===== src/rtl/nn_stream_deserializer.sv =====
// nn_stream_deserializer: gathers a valid/ready sample stream into one
// INPUT_SIZE-entry frame and presents it with a frame_valid/frame_ready handshake.
// Ports: clk, reset (async, active-high); in_data/in_valid/in_last/in_ready (sample
// stream); frame_data/frame_valid/frame_ready (frame output); err_short/err_long
// (one-cycle framing error pulses).
// Option: define DESER_PINGPONG_EN for two buffers (fill one while presenting the other).
module nn_stream_deserializer #(
    parameter int WIDTH      = 17,
    parameter int INPUT_SIZE = 32,
    parameter int CNT_W      = $clog2(INPUT_SIZE)
) (
    input  logic                    clk,
    input  logic                    reset,
    input  logic signed [WIDTH-1:0] in_data,
    input  logic                    in_valid,
    input  logic                    in_last,
    output logic                    in_ready,
    output logic signed [WIDTH-1:0] frame_data [0:INPUT_SIZE-1],
    output logic                    frame_valid,
    input  logic                    frame_ready,
    output logic                    err_short,
    output logic                    err_long
);
    localparam logic [CNT_W-1:0] LAST_IDX = CNT_W'(INPUT_SIZE - 1);

    logic [CNT_W-1:0] idx_q, idx_d;
    logic             ready_q, ready_d;
    logic             valid_q, valid_d;
    logic             short_q, short_d;
    logic             long_q, long_d;
    logic             accept;
    logic             at_end;
    logic             handshake;

    assign accept    = in_valid & ready_q;
    assign at_end    = (idx_q == LAST_IDX);
    assign handshake = valid_q & frame_ready;

    assign in_ready    = ready_q;
    assign frame_valid = valid_q;
    assign err_short   = short_q;
    assign err_long    = long_q;

`ifdef DESER_PINGPONG_EN
    logic signed [WIDTH-1:0] buf_q [2][INPUT_SIZE];
    logic signed [WIDTH-1:0] buf_d [2][INPUT_SIZE];
    // fill_q selects the buffer being written; the other one is presented.
    logic fill_q, fill_d;
    // pend_q: fill buffer complete but the presented buffer is still held.
    logic pend_q, pend_d;

    always_comb begin
        buf_d   = buf_q;
        fill_d  = fill_q;
        pend_d  = pend_q;
        idx_d   = idx_q;
        valid_d = valid_q;
        short_d = 1'b0;
        long_d  = 1'b0;
        if (handshake) begin
            for (int k = 0; k < INPUT_SIZE; k++) begin
                buf_d[~fill_q][k] = '0;
            end
            valid_d = 1'b0;
            if (pend_q) begin
                fill_d  = ~fill_q;
                valid_d = 1'b1;
                pend_d  = 1'b0;
            end
        end
        // accept never coincides with pend_q because in_ready = ~pend.
        if (accept) begin
            buf_d[fill_q][idx_q] = in_data;
            if (at_end || in_last) begin
                idx_d   = '0;
                short_d = in_last & ~at_end;
                long_d  = at_end & ~in_last;
                if (!valid_q || handshake) begin
                    fill_d  = ~fill_q;
                    valid_d = 1'b1;
                end else begin
                    pend_d = 1'b1;
                end
            end else begin
                idx_d = idx_q + CNT_W'(1);
            end
        end
        ready_d = ~pend_d;
    end

    always_comb begin
        for (int k = 0; k < INPUT_SIZE; k++) begin
            frame_data[k] = buf_q[~fill_q][k];
        end
    end

    always_ff @(posedge clk or posedge reset) begin
        if (reset) begin
            idx_q   <= '0;
            ready_q <= 1'b0;
            valid_q <= 1'b0;
            short_q <= 1'b0;
            long_q  <= 1'b0;
            fill_q  <= 1'b0;
            pend_q  <= 1'b0;
            for (int b = 0; b < 2; b++) begin
                for (int k = 0; k < INPUT_SIZE; k++) begin
                    buf_q[b][k] <= '0;
                end
            end
        end else begin
            idx_q   <= idx_d;
            ready_q <= ready_d;
            valid_q <= valid_d;
            short_q <= short_d;
            long_q  <= long_d;
            fill_q  <= fill_d;
            pend_q  <= pend_d;
            buf_q   <= buf_d;
        end
    end
`else
    typedef enum logic {FILL, PRESENT} state_t;

    state_t                  state_q, state_d;
    logic signed [WIDTH-1:0] buf_q [INPUT_SIZE];
    logic signed [WIDTH-1:0] buf_d [INPUT_SIZE];

    always_comb begin
        state_d = state_q;
        buf_d   = buf_q;
        idx_d   = idx_q;
        short_d = 1'b0;
        long_d  = 1'b0;
        unique case (state_q)
            FILL: begin
                if (accept) begin
                    buf_d[idx_q] = in_data;
                    if (at_end || in_last) begin
                        state_d = PRESENT;
                        short_d = in_last & ~at_end;
                        long_d  = at_end & ~in_last;
                    end else begin
                        idx_d = idx_q + CNT_W'(1);
                    end
                end
            end
            PRESENT: begin
                // Release clears the buffer so short frames read as zero-padded.
                if (frame_ready) begin
                    state_d = FILL;
                    idx_d   = '0;
                    for (int k = 0; k < INPUT_SIZE; k++) begin
                        buf_d[k] = '0;
                    end
                end
            end
            default: state_d = FILL;
        endcase
        ready_d = (state_d == FILL);
        valid_d = (state_d == PRESENT);
    end

    always_comb begin
        for (int k = 0; k < INPUT_SIZE; k++) begin
            frame_data[k] = buf_q[k];
        end
    end

    always_ff @(posedge clk or posedge reset) begin
        if (reset) begin
            state_q <= FILL;
            idx_q   <= '0;
            ready_q <= 1'b0;
            valid_q <= 1'b0;
            short_q <= 1'b0;
            long_q  <= 1'b0;
            for (int k = 0; k < INPUT_SIZE; k++) begin
                buf_q[k] <= '0;
            end
        end else begin
            state_q <= state_d;
            idx_q   <= idx_d;
            ready_q <= ready_d;
            valid_q <= valid_d;
            short_q <= short_d;
            long_q  <= long_d;
            buf_q   <= buf_d;
        end
    end
`endif
endmodule


===== config.mk =====
export PLATFORM = sky130hd
export DESIGN_NAME = nn_stream_deserializer
export DESIGN_NICKNAME = d
export VERILOG_FILES = /design/src/rtl/nn_stream_deserializer.sv
export SDC_FILE = /design/constraint.sdc
export NUM_CORES = 1
export LEC_CHECK = 0
export CORE_ASPECT_RATIO = 2
export CORE_MARGIN = 1
export CORE_UTILIZATION = 44
export CTS_CLUSTER_SIZE = 20
export DETAILED_ROUTE_END_ITERATION = 8
export MAX_ROUTING_LAYER = met4
export PLACE_DENSITY = 0.76
export SLEW_MARGIN = 20
export SYNTH_ARGS = -nofsm -noshare
export SYNTH_HDL_FRONTEND = slang
export SYNTH_SLANG_ARGS = --single-unit

===== constraint.sdc =====
create_clock -name clk -period 17.5 [get_ports clk]
set_input_delay 1.75 -clock clk [delete_from_list [all_inputs] [get_ports clk]]
set_output_delay 1.75 -clock clk [all_outputs]
set_load 0.02 [all_outputs]

==> run_results.csv <==
group,metric,value,unit
run_status,status,"finished clean",
drt,first_pass_iters,6,
finish,stdcell_count,2771,
clocking,htreeDepth,2,
clocking,clk_pin_slew,0.06,ns
timing,tightestPinTransition,1.099,ns
die,core,48350,um^2
global_routing,antenna_found_initial,2,
logic_synthesis,synth_area_leaders,"dfrtp_1 64%, a22o_1 15%, mux2i_1 7.8%",
timing,fin_crit,4.689,ns
pwr,comb_power_share,24.7,%
critical_path,reg2reg_from,"idx_q[4]",
drt,via_per_inst,5.904,
die,die_h,315.3,um
logic_synthesis,yosysSeqAreaShare,64.07,%
logic_synthesis,synthCells,1613,
timing,setup_viol,0,
timing,fmax,0.2133,GHz
hold_path,min_path_type,"reg -> reg",
die,rows,114,
drt,wl_per_cell,27.57,um
critical_path,cp_data_required_time,18.12,ns
clocking,cts_buffers,47,
finish,finalCoreUtilization,60.70,%
timing,hold_viol_final,0,
critical_path,end_kind,"asynchronous set/reset pin",
global_routing,grt_usage,31.50,%
hold_path,holdPathEnd,"frame_data[283]",
logic_synthesis,yosys.area.top_type,"dfrtp_1",
finish,layout-drive-gt1-share,8.634,%
pwr,switchingPower,0.001104,W
logic_synthesis,yosysTopAreaCellShare,64.07,%
die,dieArea,50030,um^2
finish,area_growth_syn_to_layout,35.89,%
placement,placement.io_buffers,569,
die,initial_utilization,44.67,%
hold_path,holdPathStages,1,
pwr,pwr-share-clk,31.7,%
critical_path,crit_path_max_fanout,138,
timing,finalClockSkew,0.02312,ns
pwr,seqPwrFrac,43.7,%
critical_path,r2r_cells,4,
drt,drt_iter0_drc,1171,
timing,rsz0062_at_grt,"false",
timing,period_share,26.79,%
clocking,clk_latency,0.59,ns
pwr,leakagePower,13.71,nW
logic_synthesis,synth_warnings,0,
global_routing,grt_overflow,0,
drt,drc,0,
global_routing,grt_pass1_vias,16900,
logic_synthesis,yosys_register_bits,553,
timing,finalSetupTns,0,ns
drt,antenna_left,0,
clocking,cts.sinks,553,
clocking,cts_root_buffer,"clkbuf_16",
critical_path,critPathKind,"in -> async",
global_routing,grt_pass1_wl,111.1,mm
logic_synthesis,avgSynthCellArea,13.39,um^2
clocking,hold_buffers,0,
pwr,vdd_drop_max,0.0001029,V
die,pin_count,570,
pwr,pwr_density_cell,118.2,nW/um^2
critical_path,startpoint_type,"primary input",
drt,num_vias,16360,
logic_synthesis,synth_edf_count,0,
placement,gp_congestion,0.8605,
placement,dpl.cell_count,2685,
critical_path,r2r-end,"frame_data[95]",
clocking,postCtsSetupBuffers,0,
clocking,ctsResizeCount,0,
hold_path,min_from,"frame_data[283]",
drt,wl,76.39,mm
logic_synthesis,synthesis.area,21600,um^2
clocking,cts_buffer_depth,3,
clocking,cts_tree,"built",
flow_run,cap_violations,0,
timing,drv_slew,0,
pwr,intPower,0.002365,W
critical_path,rrSetupSlack,14.53,ns
logic_synthesis,syn_nets,1640,
logic_synthesis,netlist-cell-type-count,45,
global_routing,grt_max_degree,139,
logic_synthesis,synthArstFlopShare,100.0,%
critical_path,critPathArrivalTime,5.31,ns
placement,dp_hpwl,51.40,mm
timing,relSlewSlack,26.44,%
pwr,swShare,31.82,%
die,die_w,158.7,um
finish,fin_nets,2125,
logic_synthesis,synth_ff_type,"dfrtp_1",
==> cells in the mapped netlist (6+ instances only) <==
master / number
buf_4: 27
nand2_1: 176
nor2_1: 25
a221oi_1: 12
buf_2: 55
inv_1: 30
clkbuf_1: 83
a22o_1: 362
mux2i_1: 169
a21o_1: 13
clkinv_1: 6
buf_6: 6
dfrtp_1: 553
o22ai_2: 17
and4b_1: 12
==> area by class of cell <==
| type | instances | area (um^2) |
|---|---|---|
| Multi-Input combinational cell | 849 | 6948 |
| Sequential cell | 553 | 13840 |
| Timing Repair Buffer | 611 | 6035 |
| Antenna cell | 2 | 5.005 |
| Tap cell | 638 | 798.3 |
| Inverter | 36 | 142.6 |
| Clock buffer | 61 | 1321 |
| Clock inverter | 21 | 257.7 |
| Fill cell | 3724 | 19000 |
==> worst max-delay path by stage <==
stage / cells after the start / slack, ns / to / from
3_5_place_dp: 5 / 11.82 / frame_data[514] / reset
3_3_place_gp: 5 / 11.93 / frame_data[447] / reset
6_report: 5 / 12.81 / frame_data[515] / reset
4_1_cts: 5 / 12.45 / frame_data[274] / reset
5_1_grt: 5 / 12.28 / frame_data[515] / reset
2_1_floorplan: 1 / 0.29 / err_long / reset
==> kinds of logic after synthesis <==
family | count (synthesis) | share of synthesized area, %
compound gates | 422 | 17.40
fa+ha+maj | 5 | 0.2896
buf+inv | 211 | 4.663
flops | 553 | 64.07
mux | 169 | 7.832
simple gates | 253 | 5.746
==> power groups by stage <==
stage / combinational (W) / clock [W] / sequential (W)
2_1_floorplan: 0.000304 / 0 / 0.00165
3_3_place_gp: 0.000836 / 0 / 0.00153
3_5_place_dp: 0.000856 / 0 / 0.00153
4_1_cts: 0.000860 / 0.00111 / 0.00151
5_1_grt: 0.000899 / 0.00115 / 0.00153
6_report: 0.000856 / 0.00110 / 0.00152
==> flip-flops by register name, summed over array words and instances (netlist names) <==
register	flops
frame_data	544
idx_q	5
err_long	1
err_short	1
in_ready	1
state_q	1
==> worst max-delay path, cell delays in order <==
cell and delay (ns):
clkdlybuf4s50_1 0.49, inv_8 0.62, buf_4 0.86, buf_4 0.68, buf_6 0.62
==> placed cells by master, fill, tap and decap left out, drive strengths merged, types with 3 or more instances in the layout <==
cell type / instances
and4b: 12
a31oi: 4
dfrtp: 553
nor3: 4
and4bb: 4
nand4b: 4
o22ai: 21
clkbuf: 63
nor4b: 5
buf: 40
and4: 4
and3: 3
clkinv: 14
a221oi: 12
nor4bb: 4
nand2: 176
nand4: 3
nor2: 25
mux2i: 169
clkdlybuf4s50: 569
inv: 32
a21o: 13
clkinvlp: 6
a22o: 362
bufinv: 5
ha: 5
==> routing by layer <==
layer,GRT usage (%),vias to the layer above,routed length (um)
li1,-,6807,-
met1,36.35,8488,27620
met2,51.11,859,38290
met3,5.770,206,5671
met4,18.12,0,4816
met5,-,-,0
==> metrics by stage <==
| stage | cell area (um^2) | hold WS (ns) | power, W | setup WS (ns) |
|---|---|---|---|---|
| floorplan | 21600 | 0.5143 | 0.001956 | 0.2877 |
| global placement | 27700 | 0.4821 | 0.002364 | 11.93 |
| detailed placement | 27730 | 0.4804 | 0.002389 | 11.82 |
| CTS | 29310 | 0.5042 | 0.003484 | 12.45 |
| global route | 29350 | 0.5073 | 0.003582 | 12.28 |
| finish | 29350 | 0.4997 | 0.003469 | 12.81 |
Note: power is estimated with default switching activity, not from simulation.
==> RTL change: new RTL, same flow settings <==
Set the parameter `WIDTH` to 21 (it was 17).
--- a/src/rtl/nn_stream_deserializer.sv
+++ b/src/rtl/nn_stream_deserializer.sv
@@ -5,7 +5,7 @@
 // (one-cycle framing error pulses).
 // Option: define DESER_PINGPONG_EN for two buffers (fill one while presenting the other).
 module nn_stream_deserializer #(
-    parameter int WIDTH      = 17,
+    parameter int WIDTH      = 21,
     parameter int INPUT_SIZE = 32,
     parameter int CNT_W      = $clog2(INPUT_SIZE)
 ) (
Ports: changed (resized frame_data and in_data); port bits go from 570 to 702. No check against the original RTL was run, so the function may have changed too.
==> RTL change against the unedited design <==
- die area increased by 20%
- first-iteration DRC count up 62%
- routed wire length increased by 32%
- the run now ends with DRC left
- worst setup slack improved by 0.63 ns
- clock power is 20% higher
- cell area is 19% higher
- via count is 32% higher
- sequential power is 22% higher
- maximum frequency increased by 16%
- area after synthesis increased by 20%
- highest routed layer unchanged
- power grew 21%
- final cell count grew 34%
- sequential cell count rose by 128
- critical endpoint is now frame_valid
==> RTL change: results (changes against the unedited design) <==
critical_path:
  cp_slowest_cell: "dfrtp_1"
  worstPathArrival_ns: 2.30  # -3.01 ns
  rrSetupSlack_ns: 14.02  # -0.51 ns
  critPathTopFamily: "flip-flops"
  r2r-start: "idx_q[3]"
  crit_path_max_fanout: 17  # -88%
cts:
  clock_latency_ns: 0.63  # +0.04 ns
power_and_ir_drop:
  p_per_area_nw_per_um2: 120.1  # +1.6%
  cellLeakagePower_nw: 14.67  # +7.0%
  ir_drop_v: 0.0001048  # +1.8%
  clockPowerShare_pct: 31.4  # -0.3 points
synthesis:
  synthTopCellsByArea: "dfrtp_1 66%, nand2_1 9.4%, o2bb2ai_1 8.2%"
  mappedNetlistNets: 2372  # +45%
  synthCells: 2341  # +45%
  yosysSeqAreaShare_pct: 65.87  # +1.8 points
placement:
  place_inst: 3607  # +34%
  place.gp.congestion: 0.9159  # +6.4%
layout:
  area_growth_syn_to_layout_pct: 35.30
  fillers: 4615  # +24%
  final_cells: 3714  # +34%
  final_nets: 2935  # +38%
routing:
  dr.pass1.iters: 9  # +3
  routed-wl-met3_mm: 7.968  # +41%
  route.detailed.drc: 3  # +3
  wl_met2_mm: 49.38  # +29%
  drt-met1-wl_mm: 35.94  # +30%
  post_drt_wl_per_cell_um: 27.09  # -1.7%
global_routing:
  grt_use_total_pct: 34.44  # +2.9 points
  grt_pass1_wl_mm: 146.7  # +32%
  grt_max_degree: 186  # +34%
  antenna_found_initial: 3  # +1
  use_met3_pct: 6.552  # +0.78 points
  grt.met1_usage_pct: 38.93  # +2.6 points
  grtUsageMet2_pct: 56.12  # +5.0 points
  grt_pass1_vias: 21830  # +29%
sta:
  relSlewSlack_pct: 19.28  # -7.2 points
  fin_hold_ws_ns: 0.4838  # -0.01591 ns
  skew_ns: 0.03752  # +0.01440 ns
  layout_setup_ws_ns: 13.45  # +0.6345 ns
hold_path:
  whs_path_depth: 2  # +1
  hp-start: "frame_data[538]"
  whs_endpoint: "frame_data[538]"
status:
  status: "finished, violations left"
  violations: "DRC"
## RTL change: cell types whose count changed after synthesis, sizes merged, moves of 128 or more
cell and delta:
nand2 +472, o21ai +417, a22o -336, o2bb2ai +252
mux2i -169, dfrtp +128
## RTL change: logic make-up after synthesis
family	count (synthesis)	synth area share, %
and+or+nand+nor	696	10.83
adders and majority gates	5	0.2418
AOI/OAI and AO/OA	715	18.47
DFF	681	65.87
buffers and inverters	244	4.585
## RTL change: layout make-up
cell class / count / area share, %
flip-flops and latches: 681 / 48.68
diodes: 3 / 0.02145
inverters: 9 / 0.1144
clock inverters: 25 / 0.9615
clock buffers: 78 / 4.500
well taps: 762 / 2.724
repair buffers: 740 / 20.99
multi-input cells: 1416 / 22.01
## RTL change: worst max-delay path by stage
stage	from	endpoint	depth (start not counted)
6_report	state_q	frame_valid	1
5_1_grt	state_q	frame_valid	1
4_1_cts	reset	frame_data[382]	4
3_5_place_dp	reset	frame_data[423]	4
3_3_place_gp	reset	frame_data[382]	4
2_1_floorplan	reset	err_long	1
